==> src/rtl/acc_readout_pkg.sv <==
// Shared types and default widths for the accumulator readout / requantizer.
package acc_readout_pkg;

  typedef enum logic [1:0] {
    IDLE  = 2'd0,
    SCALE = 2'd1,
    SAT   = 2'd2,
    HOLD  = 2'd3
  } state_t;

  localparam int DEF_ACC_W   = 16;
  localparam int DEF_OUT_W   = 8;
  localparam int DEF_SHIFT_W = 4;

  localparam int OUT_MAX = 2**(DEF_OUT_W-1) - 1;
  localparam int OUT_MIN = -(2**(DEF_OUT_W-1));

endpackage

==> src/rtl/acc_readout_sat_clamp.sv <==
// Combinational ReLU + signed saturation from the scaled (ACC_W+1)-bit value
// down to the OUT_W-bit activation.
module sat_clamp
  import acc_readout_pkg::*;
#(
  parameter int ACC_W = DEF_ACC_W,
  parameter int OUT_W = DEF_OUT_W
) (
  input  logic signed [ACC_W:0]   val,
  input  logic                    relu_en,
  output logic        [OUT_W-1:0] data,
  output logic                    sat
);

  localparam logic signed [ACC_W:0] HI = (ACC_W+1)'(2**(OUT_W-1) - 1);
  localparam logic signed [ACC_W:0] LO = (ACC_W+1)'(-(2**(OUT_W-1)));

  // ReLU zeroing takes priority and is not reported as saturation.
  always_comb begin
    data = '0;
    sat  = 1'b0;
    if (relu_en && val[ACC_W]) begin
      data = '0;
    end else if (val > HI) begin
      data = HI[OUT_W-1:0];
      sat  = 1'b1;
    end else if (val < LO) begin
      data = LO[OUT_W-1:0];
      sat  = 1'b1;
    end else begin
      data = val[OUT_W-1:0];
    end
  end

endmodule

==> src/rtl/acc_readout.sv <==
// Accumulator readout: captures a finished MAC result, applies a rounding
// arithmetic right shift, ReLU/saturation, and hands it off over valid/ready.
module acc_readout
  import acc_readout_pkg::*;
#(
  parameter int ACC_W   = DEF_ACC_W,
  parameter int OUT_W   = DEF_OUT_W,
  parameter int SHIFT_W = DEF_SHIFT_W
) (
  input  logic               clk,
  input  logic               rst,
  input  logic               acc_valid,
  output logic               acc_ready,
  input  logic [ACC_W-1:0]   acc_in,
  input  logic [SHIFT_W-1:0] shift,
  input  logic               relu_en,
  output logic               out_valid,
  input  logic               out_ready,
  output logic [OUT_W-1:0]   out_data,
  output logic               sat_flag,
  output logic               busy
);

  state_t state, state_nxt;

  logic        [ACC_W-1:0]   acc_q;
  logic        [SHIFT_W-1:0] shift_q;
  logic                      relu_q;
  logic signed [ACC_W:0]     scaled_q;

  logic signed [ACC_W:0]     rnd;
  logic signed [ACC_W:0]     sum;
  logic signed [ACC_W:0]     scaled_d;
  logic        [OUT_W-1:0]   clamp_data;
  logic                      clamp_sat;

  // One extra bit of headroom so adding the half-LSB never wraps.
  always_comb begin
    rnd      = (shift_q == '0) ? '0
                               : ({{ACC_W{1'b0}}, 1'b1} << (shift_q - 1'b1));
    sum      = {acc_q[ACC_W-1], acc_q} + rnd;
    scaled_d = sum >>> shift_q;
  end

  sat_clamp #(
    .ACC_W(ACC_W),
    .OUT_W(OUT_W)
  ) u_sat_clamp (
    .val    (scaled_q),
    .relu_en(relu_q),
    .data   (clamp_data),
    .sat    (clamp_sat)
  );

  always_ff @(posedge clk) begin
    if (rst) begin
      state <= IDLE;
    end else begin
      state <= state_nxt;
    end
  end

  always_comb begin
    state_nxt = state;
    acc_ready = 1'b0;
    out_valid = 1'b0;
    busy      = 1'b1;
    case (state)
      IDLE: begin
        acc_ready = 1'b1;
        busy      = 1'b0;
        if (acc_valid) state_nxt = SCALE;
      end
      SCALE: state_nxt = SAT;
      SAT:   state_nxt = HOLD;
      HOLD: begin
        out_valid = 1'b1;
        if (out_ready) state_nxt = IDLE;
      end
      default: state_nxt = IDLE;
    endcase
  end

  always_ff @(posedge clk) begin
    if (rst) begin
      acc_q    <= '0;
      shift_q  <= '0;
      relu_q   <= 1'b0;
      scaled_q <= '0;
      out_data <= '0;
      sat_flag <= 1'b0;
    end else begin
      case (state)
        IDLE: begin
          if (acc_valid) begin
            acc_q   <= acc_in;
            shift_q <= shift;
            relu_q  <= relu_en;
          end
        end
        SCALE: scaled_q <= scaled_d;
        SAT: begin
          out_data <= clamp_data;
          sat_flag <= clamp_sat;
        end
        default: ;
      endcase
    end
  end

endmodule

==> config.mk <==
export PLATFORM = sky130hd
export DESIGN_NAME = acc_readout
export DESIGN_NICKNAME = d
export VERILOG_FILES = /design/src/rtl/acc_readout_pkg.sv /design/src/rtl/acc_readout_sat_clamp.sv /design/src/rtl/acc_readout.sv
export SDC_FILE = /design/constraint.sdc
export NUM_CORES = 1
export LEC_CHECK = 0
export ABC_AREA = 1
export BUFFER_PORTS_ARGS = -buffer_cell sky130_fd_sc_hd__buf_2
export CAP_MARGIN = 20
export CELL_PAD_IN_SITES_DETAIL_PLACEMENT = 1
export CELL_PAD_IN_SITES_GLOBAL_PLACEMENT = 2
export CORE_MARGIN = 4
export CORE_UTILIZATION = 35
export CTS_BUF_LIST = sky130_fd_sc_hd__clkbuf_8
export DETAILED_ROUTE_END_ITERATION = 16
export PLACE_DENSITY_LB_ADDON = 0.25
export REMOVE_ABC_BUFFERS = 1
export SETUP_SLACK_MARGIN = 0.02
export SYNTH_ARGS = -nofsm -noshare
export SYNTH_HDL_FRONTEND = slang
export SYNTH_SLANG_ARGS = --single-unit
==> constraint.sdc <==
create_clock -name clk -period 4.2 [get_ports clk]
set_input_delay 0.63 -clock clk [delete_from_list [all_inputs] [get_ports clk]]
set_output_delay 0.63 -clock clk [all_outputs]
set_load 0.005 [all_outputs]
* Word level (Yosys, flattened, before mapping) *
Cells that the tools add are included.

word-level totals
  output and inout port bits = 12
  word-level logic and storage cells = 36
  input bits = 25
  register bits = 49

operators by class
  reduce and logical (&&, ||, !) cells = 5
  equal/unequal tests = 5
  add/subtract/negate cells = 2
  shift-type cells = 2
  multiplexer cells = 13
  magnitude comparators = 2

operators with widths
  kind                                                                            count
  8-bit two-way mux                                                               3
  17-bit adder                                                                    1
  17-bit by 8-bit > comparator with 1-bit output (second input constant)          1
  17-bit by 8-bit less-than comparator with 1-bit output (second input constant)  1
  17-bit two-way mux                                                              1
  1-bit by 4-bit << shifter with 17-bit output (first input constant)             1
  17-bit by 4-bit >>> shifter with 17-bit output                                  1
  2-bit one-hot mux with 4 select lines                                           1
  1-bit two-way mux                                                               6
  2-bit equality test (second input constant)                                     2
  4-bit logical NOT                                                               1
  2-bit two-way mux                                                               2
  2-bit != test (second input constant)                                           2
  2-bit AND reduction                                                             2
  4-bit by 1-bit subtractor with 4-bit output (second input constant)             1
  2-bit by 1-bit equality test with 1-bit output (second input constant)          1
  2-bit logical NOT                                                               1
  1-bit logical AND                                                               1

* Longest topological paths before layout *
  word-level depth = 5
  gate-level depth with buffers = 22
  depth with buffers taken out = 21

* Modules after synthesis *
A second synthesis with hierarchy kept.

second synthesis, totals
  cells, all modules = 645
  area total of the unflattened synthesis = 3747.3 um2

by module, submodules not included
  module       sequential area each (um2)  cells each  instances  area an instance (um2)
  acc_readout  980.9                       609         1          3582.2
  sat_clamp    0.0                         36          1          165.2

* Least setup slack after synthesis *
OpenSTA, ideal clock, no wires.

  kind = reg2reg
  start point = register shift_q[0]
  end point = register scaled_q[2]
  clock period less this slack = 2.567 ns
  data required time = 4.062 ns
  setup time = 0.138 ns
  stages on the path, launching flop included = 21
  path buffers = 2
  arrival time = 2.428 ns
  setup slack = 1.633 ns
  path through = dfxtp_1 buf_2 clkinv_1 buf_2 nand2_1 nor2_1 fa_1 nand2_1 nand2_1 nand3_1 nand2_1 nand2_1 nand2_1 nand2_2 nand3_1 nand3_1 nand3_1 nand2_1 nand2_1 nand2_1 a21oi_1

between the ends
  longest elaborated chain between the ends = 5
  elaborated cells on any way between the ends = 6
  those cells by class = add/sub: 2; shift: 2; mux: 1; reduce/logical: 1

RTL lines
  item                                                RTL line            RTL
  start, declared                                     acc_readout.sv:27   logic [SHIFT_W-1:0] shift_q;
  start signal, assigned                              acc_readout.sv:97   shift_q <= shift;
  4-bit by 1-bit subtractor with 4-bit output         acc_readout.sv:40   : ({{ACC_W{1'b0}}, 1'b1} << (shift_q - 1'b1));
  1-bit by 4-bit << shifter with 17-bit output        acc_readout.sv:40
  17-bit two-way mux                                  acc_readout.sv:39   rnd = (shift_q == '0) ? '0
  17-bit adder                                        acc_readout.sv:41   sum = {acc_q[ACC_W-1], acc_q} + rnd;
  17-bit by 4-bit >>> shifter with 17-bit output (*)  acc_readout.sv:42   scaled_d = sum >>> shift_q;
  end signal, assigned                                acc_readout.sv:101  SCALE: scaled_q <= scaled_d;
  end, declared                                       acc_readout.sv:29   logic signed [ACC_W:0] scaled_q;

Every way passes the cells marked *; elsewhere a longest branch is shown, timed or not.
A chain may end at the register's enable or synchronous reset.

* Worst setup path after layout *
Ends and elaborated chain as after synthesis.

==> metrics.cfg <==
[floorplanning]
num_io_pins = 37
core_area_sq_um = 10400
die_y_um = 112
dieArea_sq_um = 12500
start_util_pct = 36.3
die_w_um = 112
rows = 37

[setup_path]
worstPathArrival_ns = 3.78
worst_path_largest_cell_delay_ns = 0.45
cp_max_fo = 18
ff2ff_setup_slack_ns = 0.61
required_ns = 4.39
cp-end-kind = flop
cp_slowest_cell = clkinv_1
path_class = flop to flop
path_delay_family = simple AND/OR/NAND/NOR gates
worst_setup_path_start_kind = flop
crit_top_cell = nand2_1
crit_chain = buf_4 > clkinv_1 > nor2_1 > inv_1 > nor2_1 > ha_1 > fa_1 > nand2_1 > nand2_1 > nand3_1 > nand2_1 > nand2_1 > nand3_1 > nand3_1 > nand3_1 > nand3_1 > nand2_1 > nand2_1 > nand2_1 > a21oi_1
crit_buf_inv = 3

[sta]
setup_viol = 0
worst_slack_ns = 0.606
finalClockSkew_ns = 0.0123
rsz0062_at_grt = no
tightest_slew_ns = 0.863
slew_headroom_pct = 42.4
fin_tns_setup_ns = 0
fmax_mhz = 278
fin_crit_sh_pct = 85.6
finalMaxSlewViolations = 0
fin_crit_ns = 3.59
finalHoldViolCount = 0

[placement]
detailed_place_hpwl_um = 9810
place_congestion = 0.897
io_buffer_count = 36
pre_cts_slack_ns = 0.639

[run_status]
status = complete, no violations

[synthesis]
synth_edf_count = 0
async_reset_ff_share_pct = 0
synth_area_sq_um = 3780
synth_seq_cells = 49
synth_flop_cell = dfxtp_1
synth_cell_type_count = 32
yosys_warnings = 0
syn_area_per_cell_sq_um = 6.10
yosysSeqAreaShare_pct = 26.0
netlist_instances = 619

[routing]
wl_met2_um = 5340
drcViolationCount = 0
wl_per_cell_um = 15.3
firstDrtPassIters = 4
ant_nets = 0
wl_met1_um = 6100
top_layer = met4
num_vias = 4007
drt_iter0_drc = 151
met3_length_um = 372
drt-total-wl_um = 12000
routed_via_density = 5.12

[grt]
overflow = 0
grt_max_degree = 31
grt_usage_pct = 19.9
antenna_found_initial = 0
grt_pass1_wl_um = 20700
grt_pass1_vias = 4350

[run]
max-cap-violations = 0

[cells_and_area]
antenna_cells = 0
fillers = 1445
fin_nets = 691
layout_commonest_cell = nand2_1
layout_common_cells = nand2_1, nand3_1, inv_1, nor2_1, dfxtp_1
area_growth_pct = 10.5
final_layout_size_suffix_gt1_share_pct = 14.6

[clock_network]
hold_buffers = 0
cts_resized = 0
h-tree-depth = 2
cts_tree = yes
clk_latency_ns = 0.32
cts.clk_slew.worst_paths_ns = 0.11
cts-root-buf = clkbuf_8
cts_buffers = 5
cts.sinks = 49
clockBufferDepth = 2
postCtsSetupRepairBufs = 0

[pwr]
leakage_nw = 2.07
peakVddDrop_v = 0.000228
cellPowerDensity_nw_per_um2 = 593
total_power_w = 0.00247

[min_path]
hold_class = flop to flop

-- sequential cells by signal, indices dropped and copies added, names as in the netlist --
name	flops
scaled_q	17
acc_q	16
out_data	8
shift_q	4
state	2
relu_q	1
sat_flag	1
-- kinds of logic (layout without fill, tap and decap cells) --
| group | Yosys count | after routing | share of synthesized area (%) |
|---|---|---|---|
| and+or+nand+nor | 366 | 366 | 44.1 |
| buffers and inverters | 96 | 123 | 9.91 |
| AOI/OAI and AO/OA | 85 | 85 | 12.5 |
| DFF | 49 | 49 | 26.0 |
| adders and majority gates | 21 | 21 | 7.16 |
| other | 1 | 1 | 0.0993 |
| xor gates and xnor gates | 1 | 1 | 0.232 |
-- area by class of cell --
class / instances / area (sq um) / share of cell area (%)
inverter: 76 / 285 / 6.84
sequential: 49 / 981 / 23.5
multi-input combinational: 474 / 2420 / 58.0
timing repair buffer: 39 / 203 / 4.86
clock inverter: 3 / 42.5 / 1.02
tap: 136 / 170 / 4.08
clock buffer: 5 / 68.8 / 1.65
-- final timing paths --
path	from	cells after the start	to
min	out_data[1]	2	out_data[1]
min reg2reg	out_data[1]	2	out_data[1]
max	shift_q[0]	20	scaled_q[2]
max reg2reg	shift_q[0]	20	scaled_q[2]
-- Yosys cell counts (4+ instances only) --
cell type	number	area, sq um
nand3_2	9	90.1
nand2_2	18	113
nand2_1	154	578
nand4_1	4	25.0
clkbuf_1	11	41.3
dfxtp_1	49	981
nor2_1	66	248
buf_2	8	40.0
o21ai_0	38	190
a21oi_1	32	160
nor2_2	4	25.0
inv_1	70	263
ha_1	20	250
a21oi_2	9	78.8
nand3_1	100	500
-- per-stage QoR --
| step | hold slack [ns] | utilization (%) | area (sq um) | cells |
|---|---|---|---|---|
| after global routing | 0.495 | 40.0 | 4170 | 782 |
| after detailed placement | 0.456 | 39.0 | 4060 | 774 |
| after CTS | 0.471 | 40.0 | 4170 | 782 |
| after global placement | 0.449 | 39.0 | 4060 | 774 |
| after floorplan | 0.436 | - | 3690 | 599 |
| final | 0.468 | 40.0 | 4170 | 782 |
-- routing by layer --
layer	GRT usage, %	vias up
met1	27.7	1896
met5	0	-
met4	4.38	0
met3	2.50	11
met2	33.1	50
li1	-	2050
-- where the power goes --
group	leakage [nW]	total, W	switching, W	internal, W
Combinational	1.60	0.00137	0.000917	0.000454
Sequential	0.403	0.000741	0.000116	0.000625
Clock	0.0595	0.000360	0.000183	0.000177
-- worst reg2reg max path, delay by kind of cell, from the launching register on --
family | cells | cell delay (ns)
simple gates | 14 | 1.73
buf+inv | 3 | 0.85
fa+ha+maj | 2 | 0.51
flops | 1 | 0.33
compound gates | 1 | 0.06
Power figures use the tool's default switching activity.
